## src/rtl/pipe_pkg.sv

```systemverilog
// Shared types and constants for the rv32i pipeline stage registers.
package pipe_pkg;

    typedef enum logic [1:0] {
        EMPTY = 2'd0,
        BUSY  = 2'd1,
        FULL  = 2'd2
    } state_t;

    localparam int PIPE_W = 32;
    localparam logic [PIPE_W-1:0] PIPE_NOP_WORD = 32'h0000_0000;

    typedef struct packed {
        logic [31:0] pc;
        logic [31:0] instr;
    } if_id_t;

    typedef struct packed {
        logic [6:0]  op;
        logic [2:0]  fun3;
        logic [6:0]  fun7;
        logic [4:0]  rd;
        logic [31:0] rs1_val;
        logic [31:0] rs2_val;
        logic [31:0] imm;
    } id_ex_t;

    typedef struct packed {
        logic [6:0]  op;
        logic [2:0]  fun3;
        logic [4:0]  rd;
        logic [31:0] alu;
        logic [31:0] store_val;
    } ex_mem_t;

    typedef struct packed {
        logic [6:0]  op;
        logic [4:0]  rd;
        logic [31:0] data;
    } mem_wb_t;

    localparam int IF_ID_W  = $bits(if_id_t);
    localparam int ID_EX_W  = $bits(id_ex_t);
    localparam int EX_MEM_W = $bits(ex_mem_t);
    localparam int MEM_WB_W = $bits(mem_wb_t);

endpackage

```

## src/rtl/pipe_stage_skid_sat_counter.sv

```systemverilog
// Saturating event counter with synchronous clear; clear wins over increment.
module pipe_sat_counter #(
    parameter int CNT_W = 16
) (
    input  logic             clock,
    input  logic             rst,
    input  logic             i_inc,
    input  logic             i_clr,
    output logic [CNT_W-1:0] o_q
);

    localparam logic [CNT_W-1:0] CNT_MAX = {CNT_W{1'b1}};
    localparam logic [CNT_W-1:0] CNT_ONE = {{(CNT_W-1){1'b0}}, 1'b1};

    logic [CNT_W-1:0] r_q;

    // Counter register: clear, saturating increment, or hold.
    always_ff @(posedge clock or negedge rst) begin
        if (!rst) begin
            r_q <= {CNT_W{1'b0}};
        end else if (i_clr) begin
            r_q <= {CNT_W{1'b0}};
        end else if (i_inc && (r_q != CNT_MAX)) begin
            r_q <= r_q + CNT_ONE;
        end else begin
            r_q <= r_q;
        end
    end

    assign o_q = r_q;

endmodule

```

## src/rtl/pipe_stage_skid.sv

```systemverilog
// Generic pipeline stage register: valid/ready handshake, optional 2-entry skid,
// flush to a NOP bubble and a saturating back-pressure counter.
module pipe_stage_skid
    import pipe_pkg::*;
#(
    parameter int                DATA_W    = 32,
    parameter logic [DATA_W-1:0] NOP_VALUE = {DATA_W{1'b0}},
    parameter int                SKID      = 1,
    parameter int                CNT_W     = 16
) (
    input  logic              clock,
    input  logic              rst,
    input  logic              i_valid,
    output logic              o_ready,
    input  logic [DATA_W-1:0] i_data,
    output logic              o_valid,
    input  logic              i_ready,
    output logic [DATA_W-1:0] o_data,
    input  logic              i_flush,
    input  logic              i_cnt_clr,
    output logic [CNT_W-1:0]  o_stall_cnt
);

    logic              w_valid;
    logic              w_ready;
    logic [DATA_W-1:0] w_data;

    generate
        if (SKID != 0) begin : g_skid
            state_t            r_state;
            state_t            w_state_nxt;
            logic [DATA_W-1:0] r_m;
            logic [DATA_W-1:0] r_s;
            logic [DATA_W-1:0] w_m_nxt;
            logic [DATA_W-1:0] w_s_nxt;
            logic              r_valid;
            logic              r_ready;
            logic              w_in;
            logic              w_out;

            assign w_in  = i_valid & r_ready;
            assign w_out = r_valid & i_ready;

            // Next-state/payload selection; flush overrides every handshake.
            always_comb begin
                w_state_nxt = r_state;
                w_m_nxt     = r_m;
                w_s_nxt     = r_s;
                if (i_flush) begin
                    w_state_nxt = EMPTY;
                    w_m_nxt     = NOP_VALUE;
                    w_s_nxt     = NOP_VALUE;
                end else begin
                    case (r_state)
                        EMPTY: begin
                            if (w_in) begin
                                w_state_nxt = BUSY;
                                w_m_nxt     = i_data;
                            end else begin
                                w_state_nxt = EMPTY;
                            end
                        end
                        BUSY: begin
                            if (w_in && w_out) begin
                                w_m_nxt = i_data;
                            end else if (w_in) begin
                                w_state_nxt = FULL;
                                w_s_nxt     = i_data;
                            end else if (w_out) begin
                                w_state_nxt = EMPTY;
                                w_m_nxt     = NOP_VALUE;
                            end else begin
                                w_state_nxt = BUSY;
                            end
                        end
                        FULL: begin
                            // The skid entry is always younger than M, so it drains second.
                            if (w_out) begin
                                w_state_nxt = BUSY;
                                w_m_nxt     = r_s;
                                w_s_nxt     = NOP_VALUE;
                            end else begin
                                w_state_nxt = FULL;
                            end
                        end
                        default: begin
                            w_state_nxt = EMPTY;
                            w_m_nxt     = NOP_VALUE;
                            w_s_nxt     = NOP_VALUE;
                        end
                    endcase
                end
            end

            // State, payload and decoded handshake flags.
            always_ff @(posedge clock or negedge rst) begin
                if (!rst) begin
                    r_state <= EMPTY;
                    r_m     <= NOP_VALUE;
                    r_s     <= NOP_VALUE;
                    r_valid <= 1'b0;
                    r_ready <= 1'b1;
                end else begin
                    r_state <= w_state_nxt;
                    r_m     <= w_m_nxt;
                    r_s     <= w_s_nxt;
                    r_valid <= (w_state_nxt != EMPTY);
                    r_ready <= (w_state_nxt != FULL);
                end
            end

            assign w_valid = r_valid;
            assign w_ready = r_ready;
            assign w_data  = r_m;
        end else begin : g_single
            logic [DATA_W-1:0] r_m;
            logic              r_valid;
            logic              w_in;
            logic              w_out;

            assign w_ready = ~r_valid | i_ready;
            assign w_in    = i_valid & w_ready;
            assign w_out   = r_valid & i_ready;

            // Single holding register; flush first, then load, then drain.
            always_ff @(posedge clock or negedge rst) begin
                if (!rst) begin
                    r_m     <= NOP_VALUE;
                    r_valid <= 1'b0;
                end else if (i_flush) begin
                    r_m     <= NOP_VALUE;
                    r_valid <= 1'b0;
                end else if (w_in) begin
                    r_m     <= i_data;
                    r_valid <= 1'b1;
                end else if (w_out) begin
                    r_m     <= NOP_VALUE;
                    r_valid <= 1'b0;
                end else begin
                    r_m     <= r_m;
                    r_valid <= r_valid;
                end
            end

            assign w_valid = r_valid;
            assign w_data  = r_m;
        end
    endgenerate

    pipe_sat_counter #(
        .CNT_W (CNT_W)
    ) u_stall_cnt (
        .clock (clock),
        .rst   (rst),
        .i_inc (w_valid & ~i_ready),
        .i_clr (i_cnt_clr),
        .o_q   (o_stall_cnt)
    );

    assign o_valid = w_valid;
    assign o_ready = w_ready;
    assign o_data  = w_data;

endmodule

```

## config.mk

```make
export PLATFORM = sky130hd
export DESIGN_NAME = pipe_stage_skid
export DESIGN_NICKNAME = d
export VERILOG_FILES = /design/src/rtl/pipe_pkg.sv /design/src/rtl/pipe_stage_skid_sat_counter.sv /design/src/rtl/pipe_stage_skid.sv
export SDC_FILE = /design/constraint.sdc
export NUM_CORES = 1
export LEC_CHECK = 0
export ABC_AREA = 1
export BUFFER_PORTS_ARGS = -buffer_cell sky130_fd_sc_hd__buf_4
export CORE_ASPECT_RATIO = 0.75
export CORE_MARGIN = 5
export CORE_UTILIZATION = 26
export DETAILED_ROUTE_END_ITERATION = 12
export SYNTH_ARGS = -nofsm -noshare
export SYNTH_HDL_FRONTEND = slang
export SYNTH_SLANG_ARGS = --single-unit
```

## constraint.sdc

```tcl
create_clock -name clock -period 5.1 [get_ports clock]
set_clock_uncertainty 0.2 [all_clocks]
set_input_delay 1.02 -clock clock [delete_from_list [all_inputs] [get_ports clock]]
set_output_delay 1.02 -clock clock [all_outputs]
set_load 0.1 [all_outputs]
```

==> results of run 1 <==
==> registers in the layout (all words and copies together) (netlist names) <==
| name | flops |
|---|---|
| o_ready | 1 |
| u_stall_cnt.o_q | 16 |
| g_skid.r_state | 2 |
| g_skid.r_s | 32 |
| o_data | 32 |
| o_valid | 1 |
==> power by group <==
| part | switching [mW] | internal [mW] |
|---|---|---|
| clock network | 0.286 | 0.385 |
| logic | 0.477 | 0.122 |
| registers | 0.0337 | 0.722 |
==> cells in the final DEF (no fill, tap or decap), drive strengths merged <==
| cell | instances |
|---|---|
| dfstp | 1 |
| o21ai | 55 |
| nand2 | 173 |
| nand3b | 3 |
| nand3 | 91 |
| clkinv | 1 |
| a31oi | 17 |
| buf | 91 |
| dfrtp | 83 |
| clkbuf | 10 |
| nand4 | 17 |
| ha | 1 |
| o31ai | 1 |
| o21bai | 2 |
| clkinvlp | 2 |
| or2 | 2 |
| nor2 | 46 |
| bufinv | 1 |
| inv | 42 |
| xor2 | 4 |
| a21oi | 1 |
==> worst paths after layout <==
| path | end | start |
|---|---|---|
| max in group asynchronous | o_ready | rst |
| hold / removal | o_data[22] | o_data[22] |
| setup / recovery | g_skid.r_s[3] | i_valid |
| hold reg to reg | o_data[22] | o_data[22] |
| min in group asynchronous | u_stall_cnt.o_q[0] | rst |
| setup reg to reg | g_skid.r_s[3] | o_ready |
==> final cells by class <==
type                       instances  area (µm²)  area share (%)
timing repair buffer              91         683            12.6
sequential                        84        2100            38.8
clock inverter                     6        71.3            1.32
tap                              210         263            4.85
clock buffer                      10         229            4.22
multi-input combinational        413        1920            35.4
inverter                          40         150            2.77
==> worst max-delay path: stages <==
cell	delay (ps)
buf_4	80
nand2_1	160
o21ai_2	680
nand3_1	180
nand3_2	640
buf_4	340
nand2_1	70
o21ai_1	70
==> through the flow <==
stage / utilization (%) / setup slack [ps] / hold WS [ps] / cells / total power [mW]
6_report: 33.5 / 1890 / 283 / 854 / 2.03
5_1_grt: 33.5 / 1610 / 310 / 854 / 2.11
4_1_cts: 33.5 / 1900 / 289 / 854 / 2.05
3_5_place_dp: 31.7 / 1550 / 271 / 838 / 1.37
3_3_place_gp: 31.7 / 1590 / 266 / 838 / 1.37
2_1_floorplan: - / 2570 / 253 / 567 / 1.21
==> cell families (layout without fill, tap and decap cells) <==
| group | Yosys count | in the layout |
|---|---|---|
| AND/OR/NAND/NOR | 332 | 332 |
| buffers and inverters | 70 | 147 |
| flip-flops | 84 | 84 |
| XOR/XNOR | 4 | 4 |
| AO/OA/AOI/OAI | 76 | 76 |
| adder cells (fa/ha/maj) | 1 | 1 |
==> per-layer routing <==
layer	share of wire [%]	vias to the layer above
met1	51	1805
li1	-	2021
met3	5.9	4
met5	0	-
met4	0.36	0
met2	42	106
==> run metrics, run 1 <==
Post-Syn Area=4320 µm²; RSZ-0062 raised after global routing=false; global route overflow=0; critical path required time=5160 ps; met3 Use GR=approximately 3.8%; post-route cell area=5420 µm²; Syn. warnings=0; Wirelength per Cell=14.5 µm; number of buffers created by CTS=9; ys async rst share=100%; latest clock arrival within the worst-skew pair=330 ps; Core Region=16200 µm²; global route hottest layer=met1; Post-synth top flop=dfrtp_1; area grow syn2layout=25.6%; Netlist cell types=27; share of cells above drive strength 1=19.1%; Placer Congestion=0.782; Hold WC Path Type=register to register; pwr dens=roughly 370 nW/µm²; CTS resizes=0; Initial DRT Pass Iterations=5; largest net degree at the start of global routing=55; Vias=3936; Post-synth top cells=nand2_1, nand3_1, dfrtp_1; count leader, synth=nand2_1; CTS Sinks=84; Synth Area in Compound Gates=9.57%; Synth Area in Adders=0.290%; Post-DP Area=5120 µm²; all-layer global routing usage=13.0%; Post-Route WL=12.4 mm; main combinational cell family by area after synthesis=simple AND/OR/NAND/NOR gates; Worst IR Drop VDD=0.168 mV; Synth top area share=48.1%; Rel. slew slack=19.4%; cts-stage hold buffer count=0; CTS max path bufs=2; synth top area cells=dfrtp_1, nand2_1, nand3_1, o21ai_1, nor2_1; min Tclk post-route=3210 ps; row cnt=40; synthesis-stage register bit count=84; PortBufs=87; Post-Syn Nets=606; Fmax=0.312 GHz; final hold vios=0; Synth Instances=567; HPWL after DPL=between 8 and 9 mm; die area=around 19000 µm²; Fillers=between 1500 and 2000; Initial Util=a little over a quarter; CP arrival=3270 ps; CP Launch Type=primary input; initial antenna violation count=0; crit path kind=primary input to register; outcome=complete, no violations; Slew Limit Fails=0; first-pass GRT wire length=around 21 mm; DR iter-0 viols=about 240; H-Tree Depth=3; residual DRC count=0; Root Buffer=clkbuf_16; Die X=159 µm; Worst-Margin Slew=1200 ps; syn avg cell area=roughly 7.6 µm²; Final Cycle Share=62.9%; via count of the first global-routing pass=3868; DR vias/cell=about 4.6; Synth area leader=dfrtp_1; R2R Setup Slk=between 2000 and 2500 ps; max-cap violations=0; fin nets=roughly 680; CTS clock-pin slew for the worst setup and hold paths=70 ps; Post-synth EDFFs=0; multiplexer share of the synthesized area=0%; Synth Area in Simple Gates=33.8%; met1 usage=19.2%; post-route ant nets=0; Max FO, Critical Path=47; Leak Pwr=2.52 nW; CTS tree=built; TNS Setup=0 ps; antenna cell count=0; Setup Fix Bufs, Post-CTS=0; met2 Usage GRT=19.2%; Die Y=122 µm; R2R depth=7; xor/xnor share of the synthesized area=0.812%; crit end category=register; sequential share of the synthesized area=48.7%; Hold Path Depth=2; Final Setup Violations=0; IO Pins=88
No activity file was read; power rests on OpenSTA's default activity.
==> run 2: changes to the inputs <==
Clock period 5.1 ns to 3.4 ns, I/O delays scaled along.
==> run 2 against run 1 <==
Compared with the run above:
- global-route usage up 0.29 points
- first-iteration DRC count rose by 7.7%
- sequential cell count stayed put
- combinational power grew 53%
- cell area increased by 0.90%
- via count up 1.9%
- clock-buffer cell count up 1
- core utilization grew 0.30 points
- sequential share of layout area decreased by 0.35 points
- worst hold slack worse by 150 ps
- die area unchanged
- sequential power grew 51%
- critical endpoint is now o_data[26]
==> run metrics, run 2 (synthesis gave the netlist of run 1 again) <==
Initial DRT Pass Iterations=4 (-1); Fmax=roughly 0.42 GHz; CTS Sinks=84 (unchanged); critical path required time=3480 ps (-1680 ps); Max FO, Critical Path=29 (-38%); final hold vios=0 (unchanged); Die Y=122 µm (unchanged); CP arrival=2480 ps (-790 ps); TNS Setup=0 ps (unchanged); HPWL after DPL=8.64 mm (+4.4%); Placer Congestion=0.806 (+3.2%); post-route ant nets=0 (unchanged); Psw=1.18 mW (+48%); Setup Fix Bufs, Post-CTS=0 (unchanged); Root Buffer=clkbuf_16; pwr dens=548 nW/µm² (+47%); Vias=4011 (+1.9%); Leak Pwr=2.55 nW (+1.2%); Slew Limit Fails=0 (unchanged); residual DRC count=0 (unchanged); internal power=1.81 mW (+48%); largest net degree at the start of global routing=47 (-15%); IO Pins=88 (unchanged); latest clock arrival within the worst-skew pair=330 ps (about the same); first-pass GRT wire length=21.0 mm (+1.1%); Flop pwr share=38.0% (+0.7 points); sw frac=39.5% (+0.10 points); Wirelength per Cell=14.6 µm (+0.67%); min Tclk post-route=2400 ps; DR vias/cell=4.67 (+1.3%); via count of the first global-routing pass=3880 (+0.31%); PortBufs=87 (unchanged); Core Region=16200 µm² (unchanged); Clk pwr share=31.4% (-1.7 points); share of cells above drive strength 1=19.9% (+0.78 points); CP max stage delay=480 ps (-200 ps); CTS resizes=0 (unchanged); crit path cell chain=inv_2 -> buf_4 -> o21ai_0 -> nand3b_2 -> inv_2 -> nand2_1 -> nand2_1; area grow syn2layout=26.7%; Initial Util=26.7% (unchanged); H-Tree Depth=3 (unchanged); Final Setup Violations=0 (unchanged); Die X=159 µm (unchanged); DR iter-0 viols=253 (+7.7%); CTS max path bufs=2 (unchanged); number of buffers created by CTS=9 (unchanged); RSZ-0062 raised after global routing=false; CTS tree=built; all-layer global routing usage=13.3% (+0.29 points); CP Launch Type=register; die area=19300 µm² (unchanged); crit path kind=register to register; cts-stage hold buffer count=0 (unchanged); max-cap violations=0 (unchanged); Rel. slew slack=20.7% (+1.3 points); Hold WC Path Type=primary input to asynchronous set/reset pin; post-layout util=33.8% (+0.30 points); slowest stage cell, crit path=nand3b_2; outcome=complete, no violations; Final Cycle Share=70.6%; most frequent cells in the layout=nand2_1, buf_4, nand3_1; Worst-Margin Slew=1180 ps (-19.8 ps); global route overflow=0 (unchanged); Comb pwr share=30.6% (+1.0 points); Worst IR Drop VDD=0.337 mV (+100%); crit end category=register; Post-Route WL=12.5 mm (+1.3%); initial antenna violation count=0 (unchanged); antenna cell count=0 (unchanged); CTS clock-pin slew for the worst setup and hold paths=60 ps (about the same); commonest non-fill, non-tap cell in the layout=nand2_1; fin nets=683 (+0.74%); row cnt=40 (unchanged)
## run 2: cell count changes in the layout (fill, tap and decap cells not counted), moves of 2 or more
| cell | delta |
|---|---|
| buf_12 | +2 |
| clkinv_2 | +2 |
| buf_4 | +3 |
| clkbuf_8 | +2 |
## run 2: per-layer routing
| metal | vias to the layer above | part of all wire, % | GRT usage, % |
|---|---|---|---|
| met4 | 0 | 0.43 | 2.26 |
| met3 | 7 | 7.5 | 4.40 |
| met5 | - | 0 | 0 |
| met2 | 129 | 43 | 19.7 |
| li1 | 2034 | - | - |
| met1 | 1841 | 49 | 19.1 |
## run 2: per-stage QoR
stage | total power, mW | setup WS [ps] | instances | area, µm² | hold WS [ps]
floorplan | 1.82 | 868 | 567 | 4320 | 184
global placement | 2.08 | 907 | 843 | 5180 | 267
finish | 3.00 | 1000 | 859 | 5470 | 130
CTS | 3.04 | 956 | 859 | 5470 | 141
global route | 3.14 | 809 | 859 | 5470 | 173
detailed placement | 2.08 | 873 | 843 | 5180 | 269
## run 2: path summary, 6_finish.rpt
kind,slack (ps),cells after the start,to,startpoint
max,1000,7,o_data[26],g_skid.r_state[1]
min,130,1,u_stall_cnt.o_q[1],rst
max reg2reg,1000,7,o_data[26],g_skid.r_state[1]
min reg2reg,280,2,o_data[23],o_data[23]
max in group asynchronous,2240,2,o_data[31],rst
min in group clock,280,2,o_data[23],o_data[23]
## run 2: power groups by stage
| stage | sequential [mW] | clock [mW] | combinational (mW) |
|---|---|---|---|
| 3_5_place_dp | 1.16 | 0 | 0.928 |
| 2_1_floorplan | 1.57 | 0 | 0.249 |
| 4_1_cts | 1.14 | 0.968 | 0.929 |
| 6_report | 1.14 | 0.940 | 0.918 |
| 3_3_place_gp | 1.16 | 0 | 0.922 |
| 5_1_grt | 1.15 | 1.01 | 0.982 |
## run 2: layout make-up
cell class / count / area (µm²)
Tap cell: 210 / 263
Clock inverter: 5 / 33.8
Fill cell: 1732 / 10700
Clock buffer: 11 / 253
Multi-Input combinational cell: 413 / 1920
Inverter: 40 / 150
Timing Repair Buffer: 96 / 746
Sequential cell: 84 / 2100
## run 2: critical path: cells and delay by family, from the launching register on
family / cells / cell delay, ps
compound gates: 1 / 110
buf+inv: 3 / 930
simple gates: 3 / 640
flops: 1 / 440
